$ cat src/rtl/mem_loader.sv
// mem_loader: loads a big-endian (addr, count, words[, chk]) byte frame into the processor's 2R/1W memory.
// Latency: one w_en pulse 1 cycle after each word's LO byte is accepted; at most one write every 2 cycles.
// Backpressure: valid/ready on the byte stream; in_ready is high only in the receive states, never in IDLE/DONE/ERR.
//
// Ports:
//   clk, rst            clock; asynchronous active-low reset (0 = reset)
//   start               one-cycle pulse, arms a new load when idle (ignored otherwise)
//   in_data/in_valid    stream byte and its valid
//   in_ready            a byte is accepted on a rising edge when in_valid && in_ready
//   w_addr/w_data/w_en  memory write port, one-cycle w_en pulse per word
//   cpu_hold            keeps the processor in reset while a load is in progress or after an aborted load
//   done / error        sticky status of the last load, cleared by the next start
//
// Build option: define MEM_LOADER_CHECKSUM_EN to append a CHK byte (XOR of every header and data
// byte) to the frame; a mismatch ends the load in ERR. Without it, completion goes straight to DONE.

module mem_loader #(
    parameter int N_ELEMENTS = 128,
    parameter int ADDR_WIDTH = 16,
    parameter int DATA_WIDTH = 16
) (
    input  logic                  clk,
    input  logic                  rst,
    input  logic                  start,
    input  logic [7:0]            in_data,
    input  logic                  in_valid,
    output logic                  in_ready,
    output logic [ADDR_WIDTH-1:0] w_addr,
    output logic [DATA_WIDTH-1:0] w_data,
    output logic                  w_en,
    output logic                  cpu_hold,
    output logic                  done,
    output logic                  error
);

    // Address and count arrive as 16-bit frame fields; the end-of-range sum carries one
    // extra bit so start_addr + count can never wrap past the limit.
    localparam int          FW      = 16;
    localparam logic [FW:0] N_LIMIT = (FW + 1)'(N_ELEMENTS);

    typedef enum logic [3:0] {
        S_IDLE,
        S_ADDR_HI,
        S_ADDR_LO,
        S_CNT_HI,
        S_CNT_LO,
        S_DATA_HI,
        S_DATA_LO,
        S_DONE,
        S_ERR
`ifdef MEM_LOADER_CHECKSUM_EN
        , S_CHK
`endif
    } state_t;

    // Where a load goes once the last data word (or an empty count) has been taken.
`ifdef MEM_LOADER_CHECKSUM_EN
    localparam state_t S_FINISH = S_CHK;
`else
    localparam state_t S_FINISH = S_DONE;
`endif

    state_t        state;
    state_t        state_nxt;

    logic [FW-1:0] addr_q;     // start address, then current write address
    logic [FW-1:0] cnt_q;      // word count, then words remaining
    logic [7:0]    hi_q;       // high byte of the word being assembled
`ifdef MEM_LOADER_CHECKSUM_EN
    logic [7:0]    csum_q;     // running XOR of all accepted bytes before CHK
`endif

    logic          accept;
    logic [FW-1:0] cnt_full;   // count as it will be once CNT_LO is taken
    logic [FW:0]   end_addr;
    logic          range_bad;

    assign accept    = in_valid && in_ready;
    assign cnt_full  = {cnt_q[FW-1:8], in_data};
    assign end_addr  = {1'b0, addr_q} + {1'b0, cnt_full};
    assign range_bad = (end_addr > N_LIMIT);

    // ------------------------------------------------------------------
    // State register
    // ------------------------------------------------------------------
    always_ff @(posedge clk or negedge rst) begin
        if (!rst) begin
            state <= S_IDLE;
        end else begin
            state <= state_nxt;
        end
    end

    // ------------------------------------------------------------------
    // Next state and stream ready
    // ------------------------------------------------------------------
    always_comb begin
        state_nxt = state;
        in_ready  = 1'b0;
        unique case (state)
            S_IDLE: begin
                if (start) begin
                    state_nxt = S_ADDR_HI;
                end
            end
            S_ADDR_HI: begin
                in_ready = 1'b1;
                if (in_valid) state_nxt = S_ADDR_LO;
            end
            S_ADDR_LO: begin
                in_ready = 1'b1;
                if (in_valid) state_nxt = S_CNT_HI;
            end
            S_CNT_HI: begin
                in_ready = 1'b1;
                if (in_valid) state_nxt = S_CNT_LO;
            end
            S_CNT_LO: begin
                in_ready = 1'b1;
                if (in_valid) begin
                    if (range_bad) begin
                        state_nxt = S_ERR;
                    end else if (cnt_full == '0) begin
                        state_nxt = S_FINISH;
                    end else begin
                        state_nxt = S_DATA_HI;
                    end
                end
            end
            S_DATA_HI: begin
                in_ready = 1'b1;
                if (in_valid) state_nxt = S_DATA_LO;
            end
            S_DATA_LO: begin
                in_ready = 1'b1;
                if (in_valid) begin
                    // cnt_q still holds the count before this word is retired
                    state_nxt = (cnt_q == FW'(1)) ? S_FINISH : S_DATA_HI;
                end
            end
`ifdef MEM_LOADER_CHECKSUM_EN
            S_CHK: begin
                in_ready = 1'b1;
                if (in_valid) begin
                    state_nxt = (in_data == csum_q) ? S_DONE : S_ERR;
                end
            end
`endif
            S_DONE: state_nxt = S_IDLE;
            S_ERR:  state_nxt = S_IDLE;
            default: state_nxt = S_IDLE;
        endcase
    end

    // ------------------------------------------------------------------
    // Datapath, write port and status flags
    // ------------------------------------------------------------------
    always_ff @(posedge clk or negedge rst) begin
        if (!rst) begin
            addr_q   <= '0;
            cnt_q    <= '0;
            hi_q     <= '0;
            w_en     <= 1'b0;
            w_addr   <= '0;
            w_data   <= '0;
            cpu_hold <= 1'b0;
            done     <= 1'b0;
            error    <= 1'b0;
        end else begin
            w_en <= 1'b0;

            if ((state == S_IDLE) && start) begin
                cpu_hold <= 1'b1;
                done     <= 1'b0;
                error    <= 1'b0;
                addr_q   <= '0;
                cnt_q    <= '0;
            end

            if (accept) begin
                unique case (state)
                    S_ADDR_HI: addr_q <= {in_data, 8'h00};
                    S_ADDR_LO: addr_q <= {addr_q[FW-1:8], in_data};
                    S_CNT_HI:  cnt_q  <= {in_data, 8'h00};
                    S_CNT_LO:  cnt_q  <= cnt_full;
                    S_DATA_HI: hi_q   <= in_data;
                    S_DATA_LO: begin
                        w_en   <= 1'b1;
                        w_addr <= ADDR_WIDTH'(addr_q);
                        w_data <= DATA_WIDTH'({hi_q, in_data});
                        addr_q <= addr_q + FW'(1);
                        cnt_q  <= cnt_q - FW'(1);
                    end
                    default: ;
                endcase
            end

            // Flags change on the edge that enters DONE/ERR so they are visible in that state.
            // cpu_hold is deliberately left set on ERR: a partial image must not run.
            if (state_nxt == S_DONE) begin
                done     <= 1'b1;
                cpu_hold <= 1'b0;
            end
            if (state_nxt == S_ERR) begin
                error <= 1'b1;
            end
        end
    end

`ifdef MEM_LOADER_CHECKSUM_EN
    always_ff @(posedge clk or negedge rst) begin
        if (!rst) begin
            csum_q <= '0;
        end else if ((state == S_IDLE) && start) begin
            csum_q <= '0;
        end else if (accept && (state != S_CHK)) begin
            csum_q <= csum_q ^ in_data;
        end
    end
`endif

endmodule

$ cat config.mk
export PLATFORM = sky130hd
export DESIGN_NAME = mem_loader
export DESIGN_NICKNAME = d
export VERILOG_FILES = /design/src/rtl/mem_loader.sv
export SDC_FILE = /design/constraint.sdc
export NUM_CORES = 1
export LEC_CHECK = 0
export BUFFER_PORTS_ARGS = -buffer_cell sky130_fd_sc_hd__buf_2
export CAP_MARGIN = 20
export CORE_MARGIN = 2
export CORE_UTILIZATION = 54
export CTS_BUF_LIST = sky130_fd_sc_hd__clkbuf_16
export CTS_CLUSTER_SIZE = 24
export DETAILED_ROUTE_END_ITERATION = 10
export PLACE_DENSITY = 0.75
export SLEW_MARGIN = 30
export SYNTH_ARGS = -nofsm -noshare
export SYNTH_HDL_FRONTEND = slang
export SYNTH_SLANG_ARGS = --single-unit
export TNS_END_PERCENT = 30
$ cat constraint.sdc
create_clock -name clk -period 2.5 [get_ports clk]
set_input_delay 0.5 -clock clk [delete_from_list [all_inputs] [get_ports clk]]
set_output_delay 0.5 -clock clk [all_outputs]
set_load 0.005 [all_outputs]
Yosys cells after proc, flatten, opt, wreduce, memory -nomap -nowiden
Cells that the tools add are included.

word-level totals
  bits of input ports = 12
  register bits = 80
  logic and storage cells = 61

operators by class
  add/subtract/negate cells = 3
  equal/unequal tests = 11
  magnitude comparators = 1
  muxes and demuxes = 25
  reduce and logical (&&, ||, !) cells = 9

operator list
  cell                     number
  $pmux W16 S3             2
  $mux W16                 4
  $mux W4                  8
  $pmux W4 S7              1
  $add A16 B16 Y17         1
  $gt A17 B8 Y1 const B    1
  $add A16 B1 Y16 const B  1
  $eq A16 B1 Y1 const B    1
  $eq A4 B3 Y1 const B     4
  $logic_not A16 Y1        1
  $sub A16 B1 Y16 const B  1
  $eq A4 B2 Y1 const B     2
  $mux W1                  8
  $reduce_or A6 Y1         1
  $eq A4 B1 Y1 const B     1
  $eq A4 B4 Y1 const B     1
  $logic_not A4 Y1         1
  $mux W2                  2
  $ne A2 B2 Y1 const B     2
  $reduce_and A2 Y1        2
  $reduce_bool A2 Y1       2
  $logic_and A1 B1 Y1      2

Depth between registers and ports, before layout
Gate-level depths: netlist (run 1).

  depth after elaboration = 7
  mapped depth = 10
  gate-level depth less buffers = 10

Least setup slack after synthesis (run 1)
OpenSTA, ideal clock, no wires.

  kind = in2reg
  start = input port in_data[0]
  end = register cpu_hold
  stages on the path = 10
  path slack = -108 ps
  arrival time = 2485 ps
  data required time = 2377 ps
  cells stage by stage = ha_1 -> fa_1 -> xor2_1 -> nor3_1 -> o221ai_1 -> a211oi_1 -> a31oi_1 -> nor4_4 -> nand3_2 -> o221a_1

between the ends
  cells in the longest elaborated chain, start to end = 7
  elaborated cells between the ends (all ways) = 10
  classes of those cells = 1 x add/sub; 1 x order compare; 1 x eq/ne; 5 x mux; 2 x reduce/logical

ends and longest elaborated chain
  what                                                          line     RTL
  start: declaration                                            25       input logic [7:0] in_data,
  $add A16 B16 Y17 / $logic_not A16 Y1 (equally long branches)  80, 123
  $gt A17 B8 Y1 / $mux W2 (equally long branches)               81, 123
  $mux W4 *                                                     121      if (range_bad) begin
  $mux W4 *                                                     120      if (in_valid) begin
  $pmux W4 S7 *                                                 100      unique case (state)
  $eq A4 B3 Y1 *                                                200      if (state_nxt == S_DONE) begin
  $mux W1 / $reduce_bool A2 Y1 (equally long branches)          n/a
  end signal: assignment                                        166      cpu_hold <= 1'b0;
  end signal: assignment                                        173      cpu_hold <= 1'b1;
  end signal: assignment                                        202      cpu_hold <= 1'b0;
  end: declaration                                              31       output logic cpu_hold,

Every way passes the cells marked *; elsewhere a longest branch is shown, timed or not.
A chain may end at the register's enable or synchronous reset.

Worst setup path after layout (run 1)
  start = register addr_q[0]
  end = register cpu_hold

between the ends
  cells in the longest elaborated chain, start to end = 7
  elaborated cells between the ends (all ways) = 8
  classes of those cells = 1 x add/sub; 1 x order compare; 1 x eq/ne; 4 x mux; 1 x reduce/logical

ends and longest elaborated chain
  what                                                  line  RTL
  start: declaration                                    66    logic [FW-1:0] addr_q;
  start signal: assignment                              182   S_ADDR_HI: addr_q <= {in_data, 8'h00};
  start signal: assignment                              183   S_ADDR_LO: addr_q <= {addr_q[FW-1:8], in_data};
  start signal: assignment                              191   addr_q <= addr_q + FW'(1);
  $add A16 B16 Y17 *                                    80    assign end_addr = {1'b0, addr_q} + {1'b0, cnt_full};
  $gt A17 B8 Y1 *                                       81    assign range_bad = (end_addr > N_LIMIT);
  $mux W4 *                                             121
  $mux W4 *                                             120
  $pmux W4 S7 *                                         100
  $eq A4 B3 Y1 *                                        200
  $mux W1 / $reduce_bool A2 Y1 (equally long branches)  n/a

Marks and branches as above.

==> run metrics, run 1 <==
storage element area=around 2000 sq um; Routed WL=14700 um; Peak VDD IR=0.0004762 V; # DRC=0; Final Hold Vio Count=0; Row Count=34; Ports=49; drt initial violations=382; total CTS buffers=9; Port Buffers=48; endpoint class of the critical path=register; Required @ worst endpoint=2.73 ns; Final HPWL DP=about 11000 um; Cells after Synth=552; synth-to-layout area growth=23.07%; CP Buf/Inv Count=0; die span in x=99.77 um; fillers=between 600 and 700; R2R Setup Slk=-0.18 ns; Synth Cell Area=about 5000 sq um; Core Area=8806 sq um; hold buffers post-CTS=0; PwrDens=between 1000 and 1500 nW/um^2; clock-pin slew on the worst setup and hold paths=0.07 ns; Cell Chain, Critical Path=ha_4 -> fa_2 -> xor2_1 -> nor3_1 -> o221ai_1 -> a211oi_2 -> a31oi_2 -> nor4_4 -> nand3_2 -> o221a_1; worst r2r path cells=10; top-area cell type share of the netlist area=40.42%; All-Layer GR Usage=30.73%; failing checks=setup timing; Final #Nets=689; CTS tree=built; Area contributors post-synth=dfrtp_1, mux2_2, nand2_1, o21ai_0, ha_1; Starting Density=56.24%; ant diodes=0; Clock Skew=0.008018 ns; remaining antenna violation count=0; CP max stage delay=0.43 ns; largest net degree at the start of global routing=45; via count=~4.8k; Mapped Nets=584; kind of critical path=reg2reg; min Tclk post-route=2.679 ns; FMAX=0.3733 GHz; clock buffer depth=2; Seq/Total Area, Yosys=slightly above 40%; synth cell count leaders=nand2_1, dfrtp_1, o21ai_0; global-route wire length before repair=~24000 um; Via density=6.258; critical path depth in cells=10; GP Congestion=0.9274; async set-reset flop share out of synthesis=100.0%; delay-heaviest family, CP=compound AO/OA/AOI/OAI gates; root buf cell=clkbuf_16; Clock Sinks=80; Layout Utilization=69.21%; RR Endpoint=cpu_hold; CP Launch Type=register; most common cell in the synthesized netlist=nand2_1; crit path from=addr_q[0]; Worst Setup EP=cpu_hold; Yosys top cell by area=dfrtp_1; RSZ-0062 raised after global routing=true; Pre-Repair DR Iteration Count=8; CP Max Fanout=4; max_cap viols=0; share of layout cells above drive strength 1=28.40%; initial antenna violation count=0; vias in the first global route=4683; outcome=finished, violations left; Avg Inst Size Synth=8.971 sq um; die height=99.77 um; worst reg2reg path startpoint=addr_q[0]; slew margin rel.=63.89%; CTS H-tree lvls=3; Final period util=107.2%; worst-skew pair later-pin latency=0.35 ns; Slowest cell on crit path=dfrtp_1; area of the multi-input gates=2833 sq um; crit path DAT=2.91 ns; die area=roughly 10000 sq um; post-synthesis register bit count=80; final worst slack=-0.1792 ns; Final setup viols=6; post-synth cell types=69; fin. max-slew vios=0; synth warn=0; HP Class=in2async; WL per Instance=19.08 um; gr ovfl total=0; number of flops mapped to enable cells by yosys=0; Main synth FF type=dfrtp_1; total power=6.999 mW; Leak=slightly below 3 nW; worst slew pin tran=0.5417 ns
==> routing by layer <==
layer  GRT usage, %  up-vias  part of all wire [%]
li1               -     2215                     -
met1          42.16     2334                    42
met2          50.21      226                    49
met3          4.638       44                   6.4
met4          10.33        0                   2.7
met5              0        -                     0
==> how the worst min path moves through the flow <==
stage / from / slack, ns / cells after the start / end
final: rst / 0.13 / 1 / state[1]
after global routing: rst / 0.17 / 1 / cnt_q[14]
after CTS: rst / 0.15 / 1 / cnt_q[1]
after detailed placement: w_data[9] / 0.46 / 2 / w_data[9]
after global placement: hi_q[1] / 0.45 / 2 / w_data[9]
after floorplan: rst / 0.20 / 0 / addr_q[0]
==> registers in the layout (all words and copies together) (netlist names) <==
signal    cells
w_data       16
error         1
cnt_q        16
addr_q       16
w_addr       16
w_en          1
state         4
hi_q          8
cpu_hold      1
done          1
==> cell usage in the layout, fill, tap and decap left out, types with 3 or more instances in the layout <==
master,instances
a211oi_1,3
a21o_1,6
a21oi_1,40
a22oi_1,13
a31oi_1,5
and3_1,4
and4_1,4
buf_2,47
buf_4,68
clkbuf_16,9
dfrtp_1,80
ha_1,18
inv_1,15
inv_6,4
mux2_2,30
nand2_1,81
nand2b_1,6
nand3_1,18
nand3_2,3
nand3b_1,3
nor2_1,37
nor2b_1,5
nor3_1,17
nor4_1,5
o211ai_1,6
o21ai_0,48
o21ai_1,4
o21ai_2,3
o31ai_1,3
xnor2_1,11
xor2_1,10
==> per-stage QoR <==
step	instance area, sq um	hold slack [ns]	setup TNS (ns)	cells	worst slack (ns)
2_1_floorplan	4979	0.2044	0	552	0.02510
3_3_place_gp	5767	0.4535	-1.279	753	-0.2757
3_5_place_dp	5767	0.4570	-2.096	753	-0.3995
4_1_cts	6067	0.1500	-0.3494	769	-0.1402
5_1_grt	6095	0.1725	-1.548	770	-0.3110
6_report	6095	0.1261	-0.6401	770	-0.1792
==> cell families (layout without fill, tap and decap cells) <==
| logic type | Yosys count | after routing | synth area share (%) |
|---|---|---|---|
| flops | 80 | 80 | 40.42 |
| xor+xnor | 21 | 21 | 3.714 |
| simple gates | 205 | 205 | 20.57 |
| compound gates | 157 | 157 | 19.63 |
| buf+inv | 38 | 148 | 3.436 |
| fa+ha+maj | 20 | 20 | 5.205 |
| mux | 31 | 31 | 7.024 |
==> layout make-up <==
type | count | share of cell area, %
Clock buffer | 9 | 3.695
Clock inverter | 7 | 1.150
Sequential cell | 80 | 32.85
Tap cell | 108 | 2.217
Multi-Input combinational cell | 434 | 46.48
Inverter | 16 | 1.047
Timing Repair Buffer | 116 | 12.56
==> power by group <==
| part | internal (mW) | switching (mW) |
|---|---|---|
| sequential | 1.70 | 0.364 |
| combinational | 1.59 | 2.01 |
| clock | 0.703 | 0.623 |
| total | 4.00 | 3.00 |
==> what timing repair did <==
action	4_1_cts	5_1_grt
setup buffers	0	1
pin swaps	2	2
endpoints found under the setup margin	6	16
resized for setup	1	5
cloned	0	0
Note: power is estimated with default switching activity, not from simulation.
==> run 2, diff against run 1 <==
--- a/config.mk
+++ b/config.mk
@@ -12,6 +12,7 @@
 export CTS_BUF_LIST = sky130_fd_sc_hd__clkbuf_16
 export CTS_CLUSTER_SIZE = 24
 export DETAILED_ROUTE_END_ITERATION = 10
+export GPL_TIMING_DRIVEN = 0
 export PLACE_DENSITY = 0.75
 export SLEW_MARGIN = 30
 export SYNTH_ARGS = -nofsm -noshare
==> run 2 against run 1 <==
- the flow still finishes with violations (setup timing)
- clock skew down 0.0020 ns
- worst setup slack got worse by 0.035 ns
- via count fell by 2.4%
- clock power increased by 5%
- wire length down 3.8%
- critical path depth is the same
==> run metrics, run 2 (synthesized netlist as in run 1, its figures left out) <==
Core Area=8806 sq um (unchanged); failing checks=setup timing; fillers=711 (+2.3%); gr ovfl total=0 (unchanged); PwrDens=1167 nW/um^2 (+1.6%); Final setup viols=6 (unchanged); Port Buffers=48 (unchanged); share of layout cells above drive strength 1=25.52% (-2.9 points); slew margin rel.=34.47% (-29 points); fin. max-slew vios=0 (unchanged); Via density=6.434 (+2.8%); CP Buf/Inv Count=0 (unchanged); CTS H-tree lvls=3 (unchanged); Cell Int Power=3.894 mW (-2.6%); final worst slack=-0.2144 ns (-0.03521 ns); CP Max Fanout=4 (unchanged); root buf cell=clkbuf_16; Cell Chain, Critical Path=ha_4 -> fa_2 -> nand3_2 -> and2_4 -> o21ai_4 -> a311oi_2 -> o211ai_1 -> nor4_4 -> nand3_2 -> o221a_1; CTS tree=built; clock share of power=20.3% (+1.3 points); Most common cell on crit path=nand3_2; Required @ worst endpoint=2.72 ns (about the same); worst-skew pair later-pin latency=0.34 ns (about the same); Leak=2.710 nW (-8.4%); remaining antenna violation count=0 (unchanged); crit path DAT=2.94 ns (+0.03 ns); clock buffer depth=2 (unchanged); Layout Utilization=66.82% (-2.4 points); CP Launch Type=register; Pre-Repair DR Iteration Count=5 (-3); die height=99.77 um (unchanged); HP Class=in2async; switching share of power=43.31% (+0.43 points); Clock Skew=0.006014 ns (-0.002004 ns); drt initial violations=430 (+13%); FMAX=0.3684 GHz (-1.3%); most common cell after layout, fill and taps aside=nand2_1; non-filler cells, final=731 (-5.1%); initial antenna violation count=0 (unchanged); Routed WL=14140 um (-3.8%); die span in x=99.77 um (unchanged); Final Hold Vio Count=0 (unchanged); outcome=finished, violations left; global-route wire length before repair=22540 um (-6.0%); Peak VDD IR=0.0004998 V (+4.9%); Final period util=108.6% (+1.4 points); # DRC=0 (unchanged); P_sw=2.975 mW (-0.88%); Row Count=34 (unchanged); RSZ-0062 raised after global routing=true; storage element area=2012 sq um (+0.50%); max_cap viols=0 (unchanged); total CTS buffers=9 (unchanged); WL per Instance=19.34 um (+1.4%); placed insts=709 (-5.8%); ant diodes=0 (unchanged); Gate power share=48.1% (-3.4 points); kind of critical path=reg2reg; synth-to-layout area growth=18.82%; Final #Nets=650 (-5.7%); Final HPWL DP=9668 um (-8.8%); Slowest cell on crit path=dfrtp_2; All-Layer GR Usage=28.79% (-1.9 points); R2R Setup Slk=-0.21 ns (-0.04 ns); area of the multi-input gates=2933 sq um (+3.5%); Starting Density=56.24% (unchanged); delay-heaviest family, CP=simple AND/OR/NAND/NOR gates; CP max stage delay=0.44 ns (about the same); via count=4703 (-2.4%); endpoint class of the critical path=register; worst slew pin tran=0.9755 ns (+0.4337 ns); GP Congestion=0.8921 (-3.8%); setup_tns=-0.7164 ns (-0.07624 ns); Clock Sinks=80 (unchanged); Ports=49 (unchanged); largest net degree at the start of global routing=45 (unchanged); min Tclk post-route=2.714 ns (+0.03521 ns); clock-pin slew on the worst setup and hold paths=0.07 ns (about the same); most frequent cells in the layout=nand2_1, dfrtp_1, o21ai_0, buf_2, nor2_1; vias in the first global route=4467 (-4.6%); part of the power in registers=31.6% (+2.1 points); die area=9953 sq um (unchanged)
-- run 2: final timing paths --
path                           start         end  depth (start not counted)
setup / recovery           addr_q[0]    cpu_hold                         10
hold / removal                   rst   cnt_q[15]                          1
setup reg to reg           addr_q[0]    cpu_hold                         10
hold reg to reg              hi_q[5]  w_data[13]                          2
max in group asynchronous        rst   addr_q[0]                          2
min in group clk             hi_q[5]  w_data[13]                          2
-- run 2: power groups by stage --
stage	combinational, mW	sequential (mW)	clock, mW
2_1_floorplan	2.25	2.05	0
3_3_place_gp	2.90	2.16	0
3_5_place_dp	3.02	2.17	0
4_1_cts	3.10	2.15	1.40
5_1_grt	3.64	2.23	1.46
6_report	3.30	2.17	1.39
-- run 2: repair_timing --
action | 4_1_cts | 5_1_grt
endpoints found under the setup margin | 7 | 46
buffers inserted | 3 | 3
pin swaps | 10 | 6
gates resized for setup | 3 | 37
hold buffers | 0 | 0
-- run 2: per-stage QoR --
step                hold WS (ns)  area, sq um  setup WS (ns)  power [mW]
floorplan                 0.2044         4979        0.02510       4.302
global placement          0.4462         5354        -0.4552       5.055
detailed placement        0.4227         5388        -0.5559       5.191
CTS                      0.06492         5736        -0.3370       6.658
global route             0.07829         5884        -0.3010       7.331
finish                   0.05093         5884        -0.2144       6.869
-- run 2: routing by layer --
metal	track usage, %	part of all wire (%)	up-vias
met4	12.33	4.0	0
met5	0	0	-
met1	38.67	40	2268
met3	5.622	8.7	54
met2	45.74	47	252
li1	-	-	2129
-- run 2: area by class of cell --
| class | instances | share of cell area [%] |
|---|---|---|
| Buffer | 22 | 1.935 |
| Clock buffer | 9 | 3.827 |
| Clock inverter | 7 | 1.467 |
| Inverter | 16 | 1.021 |
| Multi-Input combinational cell | 434 | 49.84 |
| Sequential cell | 80 | 34.19 |
| Tap cell | 108 | 2.296 |
| Timing Repair Buffer | 55 | 5.422 |
-- run 2: worst register-to-register path, cell delays in order (launching register included) --
cell,delay (ns)
dfrtp_2,0.44
ha_4,0.18
fa_2,0.39
nand3_2,0.10
and2_4,0.17
o21ai_4,0.06
a311oi_2,0.27
o211ai_1,0.16
nor4_4,0.38
nand3_2,0.19
o221a_1,0.26
